==> src/rtl/trap_report_arbiter.sv <==
// trap_report_arbiter
//   Shares one simulation Monitor port between NUM_REQ harts. Each hart offers a
//   trap report (code, PC). Reports are round-robin arbitrated and handed to the
//   Monitor one at a time. The block also keeps the global cycle and instruction
//   counters that the Monitor samples.
//
// Handshake: a report from hart i moves in any cycle where req_valid[i] and
//   req_ready[i] are both 1. req_ready is combinational and is asserted in the
//   same cycle as the grant. A hart whose valid is not granted must keep it
//   asserted until ready. Harts that have already reported always see ready=1.
//   Their repeat reports are drained and discarded.
//
// Ports
//   clk, reset_n     clock, asynchronous active-low reset
//   req_valid/ready  per-hart report handshake
//   req_code/pc      per-hart trap code (32b) and PC (PC_W), hart i at slice i
//   instr_commit     per-hart commit count this cycle (COMMIT_W each)
//   mon_is_trap      one-cycle report strobe
//   mon_trap_code/pc/req_id  last report (held until the next report)
//   mon_cycle_cnt    cycles since reset
//   mon_instr_cnt    total instructions committed by all harts
//   done             sticky, set when reporting is finished
//   dbg_state        current FSM state (0 IDLE, 1 REPORT, 2 DONE)
module trap_report_arbiter #(
  parameter int NUM_REQ       = 2,
  parameter int PC_W          = 64,
  parameter int CNT_W         = 32,
  parameter int COMMIT_W      = 3,
  parameter int STOP_ON_FIRST = 1,
  localparam int ID_W         = (NUM_REQ > 1) ? $clog2(NUM_REQ) : 1
) (
  input  logic                         clk,
  input  logic                         reset_n,
  input  logic [NUM_REQ-1:0]           req_valid,
  output logic [NUM_REQ-1:0]           req_ready,
  input  logic [NUM_REQ*32-1:0]        req_code,
  input  logic [NUM_REQ*PC_W-1:0]      req_pc,
  input  logic [NUM_REQ*COMMIT_W-1:0]  instr_commit,
  output logic                         mon_is_trap,
  output logic [31:0]                  mon_trap_code,
  output logic [PC_W-1:0]              mon_trap_pc,
  output logic [ID_W-1:0]              mon_req_id,
  output logic [CNT_W-1:0]             mon_cycle_cnt,
  output logic [CNT_W-1:0]             mon_instr_cnt,
  output logic                         done,
  output logic [1:0]                   dbg_state
);

  typedef enum logic [1:0] {
    S_IDLE   = 2'd0,
    S_REPORT = 2'd1,
    S_DONE   = 2'd2
  } state_t;

  state_t               r_state;
  state_t               w_next_state;
  logic [ID_W-1:0]      r_rr_ptr;
  logic [NUM_REQ-1:0]   r_trapped;
  logic [31:0]          r_code;
  logic [PC_W-1:0]      r_pc;
  logic [ID_W-1:0]      r_id;
  logic [CNT_W-1:0]     r_cycle;
  logic [CNT_W-1:0]     r_instr;

  logic [NUM_REQ-1:0]   w_eligible;
  logic                 w_grant_vld;
  logic [ID_W-1:0]      w_grant_id;
  logic [NUM_REQ-1:0]   w_grant_oh;
  logic [NUM_REQ-1:0]   w_req_ready;
  logic [CNT_W-1:0]     w_commit_sum;
  logic                 w_take;

  // (base + k) mod NUM_REQ, used for both the round-robin search and pointer advance
  function automatic logic [ID_W-1:0] f_rr_idx(input logic [ID_W-1:0] base, input int k);
    int s;
    s = (int'(base) + k) % NUM_REQ;
    return ID_W'(s);
  endfunction

  // Harts that have already reported never compete again.
  assign w_eligible = req_valid & ~r_trapped;

  // The first eligible hart wins, searching upward from r_rr_ptr with wrap-around.
  always_comb begin
    w_grant_vld = 1'b0;
    w_grant_id  = '0;
    for (int k = 0; k < NUM_REQ; k++) begin
      if (!w_grant_vld && w_eligible[f_rr_idx(r_rr_ptr, k)]) begin
        w_grant_vld = 1'b1;
        w_grant_id  = f_rr_idx(r_rr_ptr, k);
      end
    end
  end

  assign w_grant_oh = w_grant_vld ? (NUM_REQ'(1) << w_grant_id) : '0;

  always_comb begin
    w_commit_sum = '0;
    for (int i = 0; i < NUM_REQ; i++) begin
      w_commit_sum = w_commit_sum + CNT_W'(instr_commit[i*COMMIT_W +: COMMIT_W]);
    end
  end

  // Next-state and handshake logic
  always_comb begin
    w_next_state = r_state;
    w_req_ready  = '0;
    case (r_state)
      S_IDLE: begin
        w_req_ready = r_trapped | w_grant_oh;
        if (w_grant_vld) w_next_state = S_REPORT;
      end
      S_REPORT: begin
        w_req_ready = r_trapped;
        // r_trapped already includes the hart that is being reported now
        if ((STOP_ON_FIRST != 0) || (&r_trapped)) w_next_state = S_DONE;
        else                                      w_next_state = S_IDLE;
      end
      S_DONE: begin
        w_req_ready = '1;
      end
      default: begin
        w_next_state = S_IDLE;
      end
    endcase
  end

  assign w_take = (r_state == S_IDLE) && w_grant_vld;

  always_ff @(posedge clk or negedge reset_n) begin
    if (!reset_n) begin
      r_state   <= S_IDLE;
      r_rr_ptr  <= '0;
      r_trapped <= '0;
      r_code    <= '0;
      r_pc      <= '0;
      r_id      <= '0;
      r_cycle   <= '0;
      r_instr   <= '0;
    end else begin
      r_state <= w_next_state;
      r_cycle <= r_cycle + CNT_W'(1);
      r_instr <= r_instr + w_commit_sum;
      if (w_take) begin
        r_code    <= req_code[32*w_grant_id +: 32];
        r_pc      <= req_pc[PC_W*w_grant_id +: PC_W];
        r_id      <= w_grant_id;
        r_trapped <= r_trapped | w_grant_oh;
        r_rr_ptr  <= f_rr_idx(w_grant_id, 1);
      end
    end
  end

  // The strobe comes straight from the state register, so an asynchronous reset removes it at once.
  assign mon_is_trap   = (r_state == S_REPORT);
  assign done          = (r_state == S_DONE);
  assign req_ready     = w_req_ready;
  assign mon_trap_code = r_code;
  assign mon_trap_pc   = r_pc;
  assign mon_req_id    = r_id;
  assign mon_cycle_cnt = r_cycle;
  assign mon_instr_cnt = r_instr;
  assign dbg_state     = r_state;

endmodule
==> config.mk <==
export PLATFORM = sky130hd
export DESIGN_NAME = trap_report_arbiter
export DESIGN_NICKNAME = d
export VERILOG_FILES = /design/src/rtl/trap_report_arbiter.sv
export SDC_FILE = /design/constraint.sdc
export NUM_CORES = 1
export LEC_CHECK = 0
export ABC_AREA = 1
export CORE_MARGIN = 1.5
export CORE_UTILIZATION = 25
export DETAILED_ROUTE_END_ITERATION = 10
export SYNTH_ARGS = -nofsm -noshare
export SYNTH_HDL_FRONTEND = slang
export SYNTH_SLANG_ARGS = --single-unit
==> constraint.sdc <==
create_clock -name clk -period 5.4 [get_ports clk]
set_clock_uncertainty 0.1 [all_clocks]
set_input_delay 0.81 -clock clk [delete_from_list [all_inputs] [get_ports clk]]
set_output_delay 0.81 -clock clk [all_outputs]
set_load 0.01 [all_outputs]
==> results.sh, run 1 <==
export IMPL_cpMaxStageDelayCell="clkdlybuf4s50_1"
export IMPL_met1_usage=0.210
export IMPL_routedWlPerCell_um=15.7
export IMPL_worst_pin_slew_ps=784
export IMPL_nFillCells=3149
export IMPL_p_total_uw=3170
export IMPL_syn_mean_instance_area_sq_um=7.99
export IMPL_clkTransAtPathRegs_ps=60
export IMPL_period_minus_slack_ps=3290
export IMPL_antenna_found_initial=1
export IMPL_max_vdd_ir_drop_uv=216
export IMPL_crit_top_cell="clkdlybuf4s50_1"
export IMPL_timing_fmax_mhz=304
export IMPL_root_buffer="clkbuf_16"
export IMPL_outcome="finished clean"
export IMPL_grt_pass1_vias=7953
export IMPL_maxSlewHeadroom=0.477
export IMPL_post_cts_repair_setup_buffers=0
export IMPL_mostFrequentLayoutCell="nand2_1"
export IMPL_final_cell_mix="nand2_1 (489), clkdlybuf4s50_1 (367), dfrtp_1 (166)"
export IMPL_dr_pass1_iters=4
export IMPL_syn_num_nets=1228
export IMPL_cts_sinks=166
export IMPL_gr_total_overflow=0
export IMPL_leakage_uw=0.00571
export IMPL_place_congestion=0.907
export IMPL_die_y_um=183
export IMPL_numCtsBuffers=17
export IMPL_grt_pass1_wl_mm=44.8
export IMPL_yosysSeqAreaShare=0.511
export IMPL_hp_class="in2async"
export IMPL_rsz0062_at_grt="no"
export IMPL_postCtsResizedCells=0
export IMPL_end_kind="output port"
export IMPL_synth_top_area_share=0.511
export IMPL_fin_nets=1587
export IMPL_initial_utilization=0.256
export IMPL_grt_max_degree=105
export IMPL_fp_coreArea_sq_um=31800
export IMPL_drc_errors=0
export IMPL_io_buffer_count=368
export IMPL_hold_viol_final=0
export IMPL_h_tree_depth=4
export IMPL_row_count=65
export IMPL_dieArea_sq_um=33600
export IMPL_powerDensity_nw_per_um2=246
export IMPL_path_cells="clkdlybuf4s50_1 -> nand3_1 -> nand2_2 -> inv_2 -> o211ai_1 -> clkdlybuf4s50_1"
export IMPL_ys_flop_type="dfrtp_1"
export IMPL_routed_wl_mm=28.6
export IMPL_place_hpwl_mm=21.6
export IMPL_ant_nets=0
export IMPL_cts_tree="built"
export IMPL_num_vias=7941
export IMPL_grtUsageTotal=0.174
export IMPL_synth_cells=1018
export IMPL_drv_slew=0
export IMPL_cts_hold_fix_buffers=0
export IMPL_clock_path_buffers=2
export IMPL_cpPeakStageDelay_ps=600
export IMPL_required_ps=4490
export IMPL_synth_edff_count=0
export IMPL_areaGrowthSynthToFinish_pct=58.3
export IMPL_yosys_warnings=0
export IMPL_use_met2=0.290
export IMPL_detail_route_iter0_violations=393
export IMPL_report_final_setup_viol=0
export IMPL_ios=369
export IMPL_synth_seq_cells=166
export IMPL_fin_crit_sh=0.609
export IMPL_async_flop_share=1.00
export IMPL_critPathLaunchType="input port"
export IMPL_grt_busiest_layer="met2"
export IMPL_clk_latency_ps=440
export IMPL_max_cap_violations=0
export IMPL_drive_above_1_share=0.0590
export IMPL_finalSetupTns_ps=0
export IMPL_yosys_area_top_type="dfrtp_1"
export IMPL_synth_area_leaders="dfrtp_1 (51%), nand2_1 (23%), nand3_1 (5.7%)"
export IMPL_cp_arrival_ps=2380
export IMPL_ys_types=27
export IMPL_vias_per_cell=4.35
export IMPL_ff2ff_setup_slack_ps=2780
export IMPL_met3_usage=0.0520
export IMPL_synthesis_area_sq_um=8130
export IMPL_path_class="in2out"
export IMPL_cp_max_fo=4
export IMPL_die_width_um=183
==> path summary, 6_finish.rpt <==
kind                             startpoint           endpoint  depth (start not counted)
hold reg to reg                r_trapped[1]       r_trapped[1]                          2
hold / removal                      reset_n  mon_cycle_cnt[13]                          1
setup reg to reg           mon_instr_cnt[1]  mon_instr_cnt[23]                         10
setup / recovery               req_valid[0]       req_ready[0]                          6
min in group clk               r_trapped[1]       r_trapped[1]                          2
max in group asynchronous           reset_n    mon_trap_pc[18]                          2
==> cells in the mapped netlist, types with 8 or more instances <==
| cell type | instances |
|---|---|
| nand2_2 | 13 |
| nand2_1 | 489 |
| xor2_1 | 17 |
| nand3_1 | 93 |
| nand3_2 | 11 |
| inv_1 | 33 |
| buf_2 | 22 |
| xnor2_1 | 10 |
| nand3b_1 | 28 |
| dfrtp_1 | 166 |
| nor2_1 | 88 |
| nor2_2 | 8 |
==> registers in the layout, summed over array words and instances (netlist names) <==
register and count:
mon_req_id 1, dbg_state 2, r_trapped 2, mon_instr_cnt 32, r_rr_ptr 1, mon_trap_pc 64
mon_trap_code 32, mon_cycle_cnt 32
==> critical path: cells and delay by family <==
kind	cells	cell delay, ps
buffers and inverters	3	1170
AO/OA/AOI/OAI	1	170
AND/OR/NAND/NOR	2	220
==> power by group <==
part	internal, uW	switching (uW)	leakage [uW]
Combinational	266	190	0.00312
Clock	847	537	0.000317
Sequential	1280	42.4	0.00227
==> layout make-up <==
class / instances / area, sq um / area share
diodes: 1 / 2.50 / 0.000194
inverters: 39 / 146 / 0.0114
well taps: 435 / 544 / 0.0423
flip-flops and latches: 166 / 4150 / 0.323
multi-input cells: 781 / 3610 / 0.281
clock buffers: 20 / 457 / 0.0355
clock inverters: 11 / 198 / 0.0154
repair buffers: 372 / 3750 / 0.292
==> cells by family after synthesis <==
group                    count (synthesis)  share of synthesized area
AND/OR/NAND/NOR                        740                      0.395
adder cells (fa/ha/maj)                  8                     0.0160
XOR/XNOR                                27                     0.0291
AO/OA/AOI/OAI                            6                    0.00400
flip-flops                             166                      0.511
buffers and inverters                   71                     0.0445
==> routing by layer <==
| layer | wire (um) | vias to the layer above | part of all wire |
|---|---|---|---|
| met4 | 890 | 0 | 0.031 |
| li1 | - | 3893 | - |
| met2 | 13900 | 278 | 0.48 |
| met5 | 0 | - | 0 |
| met3 | 1930 | 37 | 0.068 |
| met1 | 11900 | 3733 | 0.42 |
==> per-stage QoR <==
stage,cells,cell area (sq um),hold slack [ps],setup WS [ps],util
after floorplan,1018,8130,334,2700,-
after global placement,1793,12200,358,1890,0.384
after detailed placement,1793,12200,369,1850,0.384
after CTS,1824,12900,272,2110,0.405
after global routing,1825,12900,288,2020,0.405
final,1825,12900,255,2110,0.405
(Power assumes the default switching activity.)
==> run 2, diff against run 1 <==
==> constraint.sdc (replaced) <==
create_clock -name clk -period 2.95 [get_ports clk]
set_clock_uncertainty 0.1 [all_clocks]
set_input_delay 0.4425 -clock clk [delete_from_list [all_inputs] [get_ports clk]]
set_output_delay 0.4425 -clock clk [all_outputs]
set_load 0.01 [all_outputs]
==> run 2 against run 1 <==
- final cell count rose by 0.49%
- critical path type unchanged
- combinational power is 91% higher
- design area rose by 0.25%
- hold slack better by 110 ps
- highest routed layer unchanged
- largest power group is now sequential cells
==> results.sh, run 2 (synthesized netlist as in run 1, its figures left out) <==
export IMPL_clkTransAtPathRegs_ps=70
export IMPL_p_total_uw=5590
export IMPL_rr_worst_depth=10
export IMPL_mostFrequentLayoutCell="nand2_1"
export IMPL_hold_viol_final=0
export IMPL_h_tree_depth=4
export IMPL_detail_route_iter0_violations=455
export IMPL_antenna_found_initial=1
export IMPL_grtUsageTotal=0.175
export IMPL_powerDensity_nw_per_um2=434
export IMPL_place_hpwl_mm=21.9
export IMPL_drv_slew=0
export IMPL_fin_ws_ps=371
export IMPL_cts_tree="built"
export IMPL_intPower_uw=4130
export IMPL_grt_pass1_wl_mm=45.4
export IMPL_period_minus_slack_ps=2580
export IMPL_cp_arrival_ps=2040
export IMPL_grt_pass1_vias=8253
export IMPL_cp_max_fo=4
export IMPL_worst_pin_slew_ps=636
export IMPL_ant_nets=0
export IMPL_row_count=65
export IMPL_post_cts_repair_setup_buffers=0
export IMPL_critPathLaunchType="input port"
export IMPL_num_vias=8016
export IMPL_timing_fmax_mhz=388
export IMPL_seq_power_share=0.435
export IMPL_rr_endpoint="mon_instr_cnt[17]"
export IMPL_outcome="finished clean"
export IMPL_end_kind="output port"
export IMPL_grt_max_degree=62
export IMPL_finalSetupTns_ps=0
export IMPL_die_width_um=183
export IMPL_fin_crit_sh=0.874
export IMPL_routed_top_layer="met4"
export IMPL_required_ps=2410
export IMPL_numCtsBuffers=17
export IMPL_combPwrFrac=0.156
export IMPL_fp_coreArea_sq_um=31800
export IMPL_initial_utilization=0.256
export IMPL_min_delay_start="r_trapped[1]"
export IMPL_ios=369
export IMPL_switchingPower_uw=1460
export IMPL_areaGrowthSynthToFinish_pct=58.7
export IMPL_io_buffer_count=368
export IMPL_cts_sinks=166
export IMPL_place_congestion=0.934
export IMPL_gr_total_overflow=0
export IMPL_p_sw_frac=0.262
export IMPL_vias_per_cell=4.37
export IMPL_met2_length_mm=14.0
export IMPL_clk_latency_ps=430
export IMPL_path_class="in2out"
export IMPL_hp_class="reg2reg"
export IMPL_max_vdd_ir_drop_uv=356
export IMPL_fin_nets=1596
export IMPL_clock_path_buffers=2
export IMPL_largest_register_ffs=64
export IMPL_reg2reg_from="mon_instr_cnt[1]"
export IMPL_final_cell_mix="nand2_1 (489), clkdlybuf4s50_1 (367), dfrtp_1 (166)"
export IMPL_m1WireLength_mm=11.8
export IMPL_report_final_setup_viol=0
export IMPL_holdPathStages=2
export IMPL_startpoint="req_valid[1]"
export IMPL_drive_above_1_share=0.0651
export IMPL_drc_errors=0
export IMPL_max_cap_violations=0
export IMPL_clkPwrFrac=0.409
export IMPL_routedWlPerCell_um=15.7
export IMPL_dr_pass1_iters=5
export IMPL_dieArea_sq_um=33600
export IMPL_routed_wl_mm=28.8
export IMPL_ff2ff_setup_slack_ps=590
export IMPL_die_y_um=183
export IMPL_rsz0062_at_grt="no"
export IMPL_root_buffer="clkbuf_16"
export IMPL_timing_hold_ws_ps=368
export IMPL_wl_met3_mm=2.02
export IMPL_hold_end="r_trapped[1]"
export IMPL_place_ws_ps=-175
export IMPL_maxSlewHeadroom=0.576
export IMPL_leakage_uw=0.00572
## run 2: cell count changes in the layout (fill, tap and decap cells not counted), sizes merged
cell / previous run / this run
bufinv: 5 / 2
inv: 40 / 45
clkinv: 4 / 2
dlygate4sd3: 0 / 1
buf: 5 / 13
clkbuf: 20 / 18
clkinvlp: 1 / 3
## run 2: stage by stage
stage / std cells / instance area, sq um / utilization
global route: 1834 / 12900 / 0.406
finish: 1834 / 12900 / 0.406
CTS: 1833 / 12900 / 0.406
floorplan: 1018 / 8130 / -
global placement: 1801 / 12300 / 0.387
detailed placement: 1801 / 12300 / 0.387
## run 2: worst max path at each step
stage	endpoint	slack [ps]	cells past startpoint
2_1_floorplan	mon_instr_cnt[15]	620	9
3_3_place_gp	mon_instr_cnt[19]	-100	11
3_5_place_dp	mon_instr_cnt[17]	-170	11
4_1_cts	mon_instr_cnt[17]	280	11
5_1_grt	mon_instr_cnt[21]	240	13
6_report	req_ready[1]	370	8
## run 2: routing by layer
metal / vias to the layer above / GRT usage
met3: 42 / 0.0492
met4: 0 / 0.0731
li1: 3922 / -
met5: - / 0
met1: 3745 / 0.208
met2: 307 / 0.295
## run 2: power by group through the flow
stage          registers [uW]  clock network, uW  logic [uW]
6_report                 2430               2290         871
5_1_grt                  2450               2440         964
2_1_floorplan            2490                  0         281
3_3_place_gp             2480                  0         864
3_5_place_dp             2480                  0         879
4_1_cts                  2440               2360         884
## run 2: timing repair
item,CTS,global route
hold buffers,1,0
endpoints found under the setup margin,0,1
hold endpoints to repair,58,0
gates resized for setup,0,1
## run 2: final cells by class
type	instances	area, sq um
antenna	1	2.50
tap	435	544
fill	3217	18900
multi-input combinational	781	3620
sequential	166	4150
clock buffer	18	429
inverter	39	146
timing repair buffer	381	3860
clock inverter	13	148
## run 2: worst max-delay path: stages
cell and delay, ps:
clkdlybuf4s50_1 460, nand2_1 70, inv_1 70, nand2_2 100, inv_2 140, o21ai_0 80, o21ai_0 80, clkdlybuf4s50_1 590
